<file path="src/rtl/mem_access_ctrl.sv">
// Memory-stage controller: sequences multi-cycle SRAM loads/stores and stalls the pipeline meanwhile.
// Optional LAST_WRITE_BYPASS_EN serves a load that hits the last completed store without an SRAM access.
module mem_access_ctrl #(
  parameter int unsigned WAIT_CYCLES = 2
) (
  input  logic        Clk,
  input  logic        Rst_n,
  input  logic        RegWriteIn,
  input  logic        MemotoRegIn,
  input  logic        MemWriteIn,
  input  logic        MemReadIn,
  input  logic [15:0] ResultIn,
  input  logic [15:0] DataInIn,
  input  logic [3:0]  RegWriteIndexIn,
  output logic [15:0] RamAddr,
  output logic [15:0] RamDataOut,
  output logic        RamDataOE,
  input  logic [15:0] RamDataIn,
  output logic        RamCE_n,
  output logic        RamOE_n,
  output logic        RamWE_n,
  output logic        MemStall,
  output logic        RegWriteOut,
  output logic        MemotoRegOut,
  output logic [15:0] ResultOut,
  output logic [15:0] ReadData,
  output logic [3:0]  RegWriteIndexOut
);

  localparam logic [3:0] WAIT_LOAD = 4'(WAIT_CYCLES - 1);

  typedef enum logic [1:0] {IDLE, READ, WRITE, DONE} stateT;

  stateT       state;
  stateT       stateNext;
  logic [3:0]  waitCnt;
  logic [3:0]  waitCntNext;
  logic        lastWait;
  logic        bypassHit;
  logic [15:0] bypassData;
  logic        loadReq;

  assign lastWait = (waitCnt == 4'd0);
  assign loadReq  = MemReadIn & ~MemWriteIn;

`ifdef LAST_WRITE_BYPASS_EN
  logic [15:0] lastWrAddr;
  logic [15:0] lastWrData;
  logic        lastWrValid;

  always_ff @(posedge Clk or negedge Rst_n) begin
    if (!Rst_n)
      lastWrValid <= 1'b0;
    else if (state == WRITE && lastWait)
      lastWrValid <= 1'b1;
  end

  // Record contents are qualified by lastWrValid, so they need no reset.
  always_ff @(posedge Clk) begin
    if (state == WRITE && lastWait) begin
      lastWrAddr <= RamAddr;
      lastWrData <= RamDataOut;
    end
  end

  assign bypassHit  = lastWrValid && (ResultIn == lastWrAddr);
  assign bypassData = lastWrData;
`else
  assign bypassHit  = 1'b0;
  assign bypassData = 16'h0000;
`endif

  always_comb begin
    stateNext   = state;
    waitCntNext = waitCnt;
    MemStall    = 1'b0;
    RamCE_n     = 1'b1;
    RamOE_n     = 1'b1;
    RamWE_n     = 1'b1;
    RamDataOE   = 1'b0;
    case (state)
      IDLE: begin
        if (MemWriteIn) begin
          MemStall    = 1'b1;
          stateNext   = WRITE;
          waitCntNext = WAIT_LOAD;
        end else if (MemReadIn) begin
          MemStall = 1'b1;
          if (bypassHit) begin
            stateNext = DONE;
          end else begin
            stateNext   = READ;
            waitCntNext = WAIT_LOAD;
          end
        end
      end
      READ: begin
        MemStall = 1'b1;
        RamCE_n  = 1'b0;
        RamOE_n  = 1'b0;
        if (lastWait) stateNext = DONE;
        else          waitCntNext = waitCnt - 4'd1;
      end
      WRITE: begin
        MemStall  = 1'b1;
        RamCE_n   = 1'b0;
        RamWE_n   = 1'b0;
        RamDataOE = 1'b1;
        if (lastWait) stateNext = DONE;
        else          waitCntNext = waitCnt - 4'd1;
      end
      DONE:    stateNext = IDLE;
      default: stateNext = IDLE;
    endcase
  end

  always_ff @(posedge Clk or negedge Rst_n) begin
    if (!Rst_n) begin
      state      <= IDLE;
      waitCnt    <= 4'd0;
      RamAddr    <= 16'h0000;
      RamDataOut <= 16'h0000;
      ReadData   <= 16'h0000;
    end else begin
      state   <= stateNext;
      waitCnt <= waitCntNext;
      if (state == IDLE && stateNext != IDLE) begin
        RamAddr    <= ResultIn;
        RamDataOut <= DataInIn;
      end
      if (state == READ && lastWait)
        ReadData <= RamDataIn;
      else if (state == IDLE && loadReq && bypassHit)
        ReadData <= bypassData;
    end
  end

  // Stalled cycles become bubbles toward write-back.
  assign RegWriteOut      = RegWriteIn & ~MemStall;
  assign MemotoRegOut     = MemotoRegIn & ~MemStall;
  assign ResultOut        = ResultIn;
  assign RegWriteIndexOut = RegWriteIndexIn;

endmodule

</file>
<file path="config.mk">
export PLATFORM = sky130hd
export DESIGN_NAME = mem_access_ctrl
export DESIGN_NICKNAME = d
export VERILOG_FILES = /design/src/rtl/mem_access_ctrl.sv
export SDC_FILE = /design/constraint.sdc
export NUM_CORES = 1
export LEC_CHECK = 0
export BUFFER_PORTS_ARGS = -buffer_cell sky130_fd_sc_hd__buf_4
export CORE_ASPECT_RATIO = 0.9
export CORE_MARGIN = 1.5
export CORE_UTILIZATION = 44
export DETAILED_ROUTE_END_ITERATION = 8
export PLACE_DENSITY = 0.77
export SYNTH_ARGS = -nofsm -noshare
export SYNTH_HDL_FRONTEND = slang
export SYNTH_SLANG_ARGS = --single-unit
</file>
<file path="constraint.sdc">
create_clock -name Clk -period 2.7 [get_ports Clk]
set_input_delay 0.135 -clock Clk [delete_from_list [all_inputs] [get_ports Clk]]
set_output_delay 0.135 -clock Clk [all_outputs]
set_load 0.05 [all_outputs]
</file>
---- Word-level counts from Yosys, hierarchy flattened ----
Index checks and enable logic that the tools add are counted.
operators by class
  add/subtract/negate cells ............... 1
  equal/unequal tests ..................... 5
  multiplexer cells ....................... 15
  bitwise gates (word level) .............. 3
  reduce and logical (&&, ||, !) cells .... 8
operator list
  operator               count
  $mux W4                3
  $pmux W4 S2            1
  $mux W1                6
  $mux W2                3
  $pmux W2 S3            1
  $eq A2 B2 Y1 const B   2
  $logic_not A4 Y1       1
  $reduce_bool A2 Y1     2
  $sub A4 B1 Y4 const B  1
  $ne A3 B3 Y1 const B   1
  $reduce_and A3 Y1      1
  $and A1 B1 Y1          2
  $eq A2 B1 Y1 const B   1
  $logic_and A1 B1 Y1    2
  $logic_not A2 Y1       1
  $ne A2 B2 Y1 const B   1
  $pmux W1 S2            1
  $reduce_or A2 Y1       1
  $not A1 Y1             1
word-level totals
  register bits after elaboration ......... 54
  bits of input ports ..................... 58
  output and inout port bits .............. 75
  logic and storage cells ................. 37

---- Longest topological paths before layout ----
Gate-level depths: netlist (run 1).
  word-level depth ........................ 5
  depth in mapped cells ................... 7
  gate-level depth less buffers ........... 6

---- Worst setup path before layout (run 1) ----
Ideal clock, no wire load.
  path type ............................... reg-to-output
  start ................................... register state[0]
  end ..................................... output port MemotoRegOut
  data arrival time ....................... 2.448 ns
  data required time ...................... 2.565 ns
  path slack .............................. 0.117 ns
  cell stages (with the launch flop) ...... 6
  buffers on the path ..................... 0
  cell sequence ........................... dfrtp_1 -> inv_1 -> ha_1 -> inv_1 -> a21oi_1 -> nor2b_1
between the ends
  cells in the longest elaborated chain, start to end .. 5
  elaborated cells between the ends (all ways) .. 7
  classes of those cells .................. eq/ne: 2; mux: 1; bitwise: 2; reduce/logical: 2
ends and longest elaborated chain
  item                                                 RTL line  RTL
  from (decl)                                          34        stateT state;
  from (signal assigned)                               125       state <= stateNext;
  $eq A2 B1 Y1 / $eq A2 B2 Y1 (equally long branches)  81        case (state)
  $reduce_or A2 Y1 (no line)                           n/a
  $pmux W1 S2 *                                        81
  via MemStall                                         22        output logic MemStall,
  $not A1 Y1 *                                         140       assign MemotoRegOut = MemotoRegIn & ~MemStall;
  $and A1 B1 Y1 *                                      140
  to (decl)                                            24        output logic MemotoRegOut,
The timed path passes the listed nets; every way through them passes the cells marked *.

---- Worst setup path after layout (run 1) ----
  start ................................... register waitCnt[0]
  end ..................................... register RamDataOut[10]
between the ends
  cells in the longest elaborated chain, start to end .. 5
ends and longest elaborated chain
  item                    RTL line  RTL
  from (decl)             36        logic [3:0] waitCnt;
  from (signal assigned)  126       waitCnt <= waitCntNext;
  $logic_not A4 Y1        43        assign lastWait = (waitCnt == 4'd0);
  $mux W2                 101, 109
  $pmux W2 S3             81
  $reduce_bool A2 Y1      127       if (state == IDLE && stateNext != IDLE) begin
  $logic_and A1 B1 Y1     127
  to (signal assigned)    129       RamDataOut <= DataInIn;
  to (decl)               16        output logic [15:0] RamDataOut,
Every way passes these cells.
A chain may end at the register's enable or synchronous reset.

==> impl_metrics.tcl, run 1 <==
set metrics [dict create \
    rr_startpoint "waitCnt[0]" \
    maxCapViolCount 0 \
    dr.first_iter.drc_count 64 \
    synth_edf_count 0 \
    dieWidth_um 81.1 \
    synth_top_cell_area_share_pct 55.9 \
    holdPathStages 2 \
    gp_congestion 0.818 \
    ys_seq_area_share_pct 55.9 \
    routedWlPerCell_um 13.5 \
    post-dp-hpwl_um 3700 \
    ios 133 \
    finalCriticalPeriod_ns 2.37 \
    synthTopCellsByArea "dfrtp_1 56%, mux2_2 22%, buf_4 6.2%" \
    routed_wl_um 4790 \
    synthDistinctLibCells 26 \
    crit_arrival_ns 2.56 \
    synth-main-ff-cell "dfrtp_1" \
    critical_path_class "flip-flop to flip-flop" \
    synth_area_um2 2420 \
    remaining_drc_errors 0 \
    rsz0062_at_grt "no" \
    grt_pass1_vias 1603 \
    setup-tns-final_ns 0 \
    cts_sinks 54 \
    initial_utilization_pct 45.7 \
    timing.final.crit_share_pct 87.9 \
    critPathLaunchType "flip-flop" \
    clock_latency_ns 0.29 \
    final-max-slew-violation-count 0 \
    fmax_mhz 421 \
    whs_ns 0.0581 \
    drtAntennaViolNets 0 \
    clockRootBuffer "clkbuf_8" \
    ys_ff_latch 54 \
    synthCells 177 \
    reg2reg_slack_ns 0.33 \
    drtPass1Iterations 4 \
    drive_gt1_share_pct 63.3 \
    numPortBuffers 124 \
    hold_class "input pin to flip-flop" \
    track_usage_pct 16.2 \
    die-area_um2 5950 \
    synth_nets 241 \
    worstPathMaxFanout 32 \
    antenna_cells 0 \
    placed_area_um2 3280 \
    relSlewSlack_pct 55.5 \
    viasPerCell 4.83 \
    cp-end-kind "flip-flop" \
    r2r_cells 7 \
    core-area_um2 5290 \
    final_net_count 352 \
    synth_warnings 0 \
    cts_tree "built" \
    antenna_found_initial 0 \
    fill_cells 436 \
    clk_pin_slew_ns 0.10 \
    cp.required_ns 2.89 \
    area_growth_pct 40.4 \
    setup_viol 0 \
    grt_max_degree 55 \
    grt_pass1_wl_um 7380 \
    placementRows 25 \
    clk_path_buf_depth 2 \
    numCtsBuffers 5 \
    status "complete, no violations" \
    hold_viol 0 \
    design_area_um2 3390 \
    synth.avg_cell_area_um2 13.7 \
    hp-start "DataInIn[3]" \
    max_slew.worst_pin.slew_ns 0.668 \
    min_delay_worst_endpoint "RamDataOut[3]" \
    dieHeight_um 73.3 \
    finalClockSkew_ns 0.00700 \
    postSynth.asyncResetShare_pct 100 \
    synth_top_area_cell "dfrtp_1" \
    cts_resized 0 \
    detailroute.via_count 1721 \
    overflow 0 \
    reg2reg_to "RamDataOut[10]" \
    htree_levels 2 \
]
state kept, by name (all words and copies together) (netlist names):
signal	count
RamDataOut	16
waitCnt	4
RamAddr	16
state	2
ReadData	16
cells in the mapped netlist (2+ instances only):
cell     instances
dfrtp_1         54
a22o_1           2
a21oi_1          2
ha_1             6
nand2_1          5
nor2b_1          3
nor2_1           6
buf_6            3
inv_1            9
or3_1            2
o21ai_0          5
buf_4           20
mux2_2          47
stage by stage:
stage               instances  utilization (%)  setup slack [ns]
floorplan                 177                -             0.117
global placement          347             62.0             0.395
detailed placement        347             62.0             0.318
CTS                       356             64.2             0.303
global route              356             64.2             0.215
finish                    356             64.2             0.327
layer usage:
layer / share of wire (%) / global-route usage, % / vias up
li1: - / - / 807
met1: 40 / 19.8 / 831
met2: 50 / 27.9 / 81
met3: 9.8 / 5.47 / 2
met4: 0.35 / 3.64 / 0
met5: 0 / 0 / -
placed cells by master (no fill, tap or decap), types with 2 or more instances in the layout:
cell / count
nand2_1: 5
nor2_1: 6
inv_1: 9
dfrtp_1: 54
a22o_1: 2
buf_4: 126
nor2b_1: 3
o21ai_0: 5
clkbuf_8: 7
or3_1: 2
a21oi_1: 2
mux2_2: 47
ha_1: 6
kinds of logic (layout without fill, tap and decap cells):
logic type	Yosys count	in the layout	share of synthesized area, %
flops	54	54	55.9
mux	48	48	22.4
buf+inv	33	145	9.21
simple gates	20	20	4.30
compound gates	16	16	5.12
fa+ha+maj	6	6	3.11
critical path, cell delays in order (launching register included):
cell and delay [ns]:
dfrtp_1 0.39, inv_1 0.10, ha_1 0.23, or3b_1 0.43, a221o_1 0.37, a31oi_4 0.17
buf_12 0.22, mux2_2 0.36
how the worst max path moves through the flow:
stage | startpoint | end | slack [ns] | depth (start not counted)
finish | waitCnt[0] | RamDataOut[10] | 0.33 | 7
global route | waitCnt[0] | RamAddr[7] | 0.22 | 7
global placement | waitCnt[0] | RamAddr[8] | 0.39 | 7
CTS | waitCnt[0] | RamDataOut[10] | 0.30 | 7
floorplan | state[0] | MemotoRegOut | 0.12 | 5
detailed placement | waitCnt[0] | RamDataOut[10] | 0.32 | 7
timing repair:
item | in CTS | in global routing
buffers inserted | 0 | 0
endpoints found under the hold margin | 54 | 0
hold buffers | 1 | 0
layout make-up:
type / instances / area [um2] / share of cell area, %
Sequential cell: 54 / 1350 / 39.8
Clock inverter: 1 / 8.76 / 0.258
Multi-Input combinational cell: 90 / 843 / 24.9
Clock buffer: 7 / 96.3 / 2.84
Inverter: 9 / 33.8 / 0.996
Tap cell: 67 / 83.8 / 2.47
Timing Repair Buffer: 128 / 976 / 28.8
Power of run 1 is not shown: default switching activity piles up to over one toggle a cycle in this logic, so the estimate is an artifact.
==> inputs of run 2 (changes only) <==
RECOVER_POWER = 25   (was default)
==> run 2 against run 1 <==
  * Clock skew about the same
  * Wire length increased by 0.67%
  * Maximum frequency about the same
  * Setup slack got worse by 0.00073 ns
  * Count of clock-buffer cells in the layout unchanged
  * Global-route usage unchanged
  * Cell count unchanged
==> impl_metrics.tcl, run 2 (synthesis results as in run 1) <==
set metrics [dict create \
    relSlewSlack_pct 13.5 \
    die-area_um2 5950 \
    use_met2_pct 27.9 \
    drive_gt1_share_pct 57.8 \
    clock_latency_ns 0.29 \
    track_usage_pct 16.2 \
    antenna_cells 0 \
    cp-end-kind "flip-flop" \
    routed_wl_um 4820 \
    cts_hold_buf 1 \
    numPortBuffers 124 \
    detailroute.via_count 1717 \
    rsz0062_at_grt "no" \
    layout_commonest_cell "buf_4" \
    timing.final.crit_share_pct 87.9 \
    grt_pass1_wl_um 7380 \
    clk_pin_slew_ns 0.09 \
    max_slew.worst_pin.slew_ns 1.30 \
    viasPerCell 4.82 \
    layout_common_cells "109 x buf_4, 54 x dfrtp_1, 47 x mux2_2" \
    busiest_layer "met2" \
    final_net_count 352 \
    r2r_cells 7 \
    register_area_um2 1350 \
    grtUsageMet1_pct 19.8 \
    fin_util_pct 63.0 \
    post-cts-setup-buffers 0 \
    gp_congestion 0.818 \
    multi_input_area_um2 843 \
    setup-tns-final_ns 0 \
    cts_resized 0 \
    grt_pass1_vias 1603 \
    reg2reg_slack_ns 0.33 \
    critical_path_class "flip-flop to flip-flop" \
    finalClockSkew_ns 0.00690 \
    fmax_mhz 421 \
    area_growth_pct 37.8 \
    remaining_drc_errors 0 \
    setup_viol 0 \
    grt_max_degree 55 \
    worstPathMaxFanout 32 \
    post-dp-hpwl_um 3700 \
    finalCriticalPeriod_ns 2.37 \
    numCtsBuffers 5 \
    hold_class "input pin to flip-flop" \
    crit_arrival_ns 2.56 \
    drtAntennaViolNets 0 \
    clockRootBuffer "clkbuf_8" \
    initial_utilization_pct 45.7 \
    overflow 0 \
    reg2reg_to "RamDataOut[10]" \
    preCtsSetupSlack_ns 0.318 \
    fin_ws_ns 0.326 \
    fill_cells 436 \
    placementRows 25 \
    cts_sinks 54 \
    min_delay_worst_endpoint "RamDataOut[3]" \
    htree_levels 2 \
    core-area_um2 5290 \
    hp-start "DataInIn[3]" \
    ios 133 \
    dieHeight_um 73.3 \
    dr.first_iter.drc_count 56 \
    antenna_found_initial 0 \
    drtPass1Iterations 4 \
    critPathLaunchType "flip-flop" \
    cts_tree "built" \
    rr_startpoint "waitCnt[0]" \
    grtUsageMet3_pct 5.47 \
    cp.required_ns 2.89 \
    clk_path_buf_depth 2 \
    status "complete, no violations" \
    final-max-slew-violation-count 0 \
    routedWlPerCell_um 13.5 \
    reg_top3 "RamAddr: 16 flops, RamDataOut: 16 flops, ReadData: 16 flops" \
    dieWidth_um 81.1 \
    maxCapViolCount 0 \
    holdPathStages 2 \
    hold_viol 0 \
]
[run 2: changes by cell type in the layout (fill, tap and decap cells not counted), sizes merged]
cell	delta
buf	-17
clkbuf	+17
[run 2: worst max-delay path, cell delays in order (launching register included)]
cell,delay (ns)
dfrtp_1,0.39
inv_1,0.10
ha_1,0.23
or3b_1,0.43
a221o_1,0.37
a31oi_4,0.17
buf_12,0.22
mux2_2,0.36
[run 2: layout make-up]
type                            instances  area share (%)
Clock buffer                            7            2.89
Clock inverter                          1           0.263
Inverter                                9            1.01
Multi-Input combinational cell         90            25.3
Sequential cell                        54            40.6
Tap cell                               67            2.52
Timing Repair Buffer                  128            27.4
[run 2: how the worst max path moves through the flow]
stage,start,to,depth (start not counted)
CTS,waitCnt[0],RamDataOut[10],7
detailed placement,waitCnt[0],RamDataOut[10],7
global route,waitCnt[0],RamAddr[7],7
floorplan,state[0],MemotoRegOut,5
global placement,waitCnt[0],RamAddr[8],7
finish,waitCnt[0],RamDataOut[10],7
[run 2: metrics by stage]
step / cell area [um2] / hold slack [ns] / cells
floorplan: 2420 / -0.161 / 177
global placement: 3280 / 0.223 / 347
detailed placement: 3280 / 0.229 / 347
CTS: 3390 / 0.0464 / 356
global route: 3330 / 0.0433 / 356
finish: 3330 / 0.0580 / 356
[run 2: per-layer routing]
layer  wire, um  vias to the layer above  share of wire (%)
li1           -                      807                  -
met1       1940                      827                 40
met2       2400                       81                 50
met3        474                        2                9.8
met4         17                        0               0.35
met5          0                        -                  0
Power of run 2 is left out for the same reason.
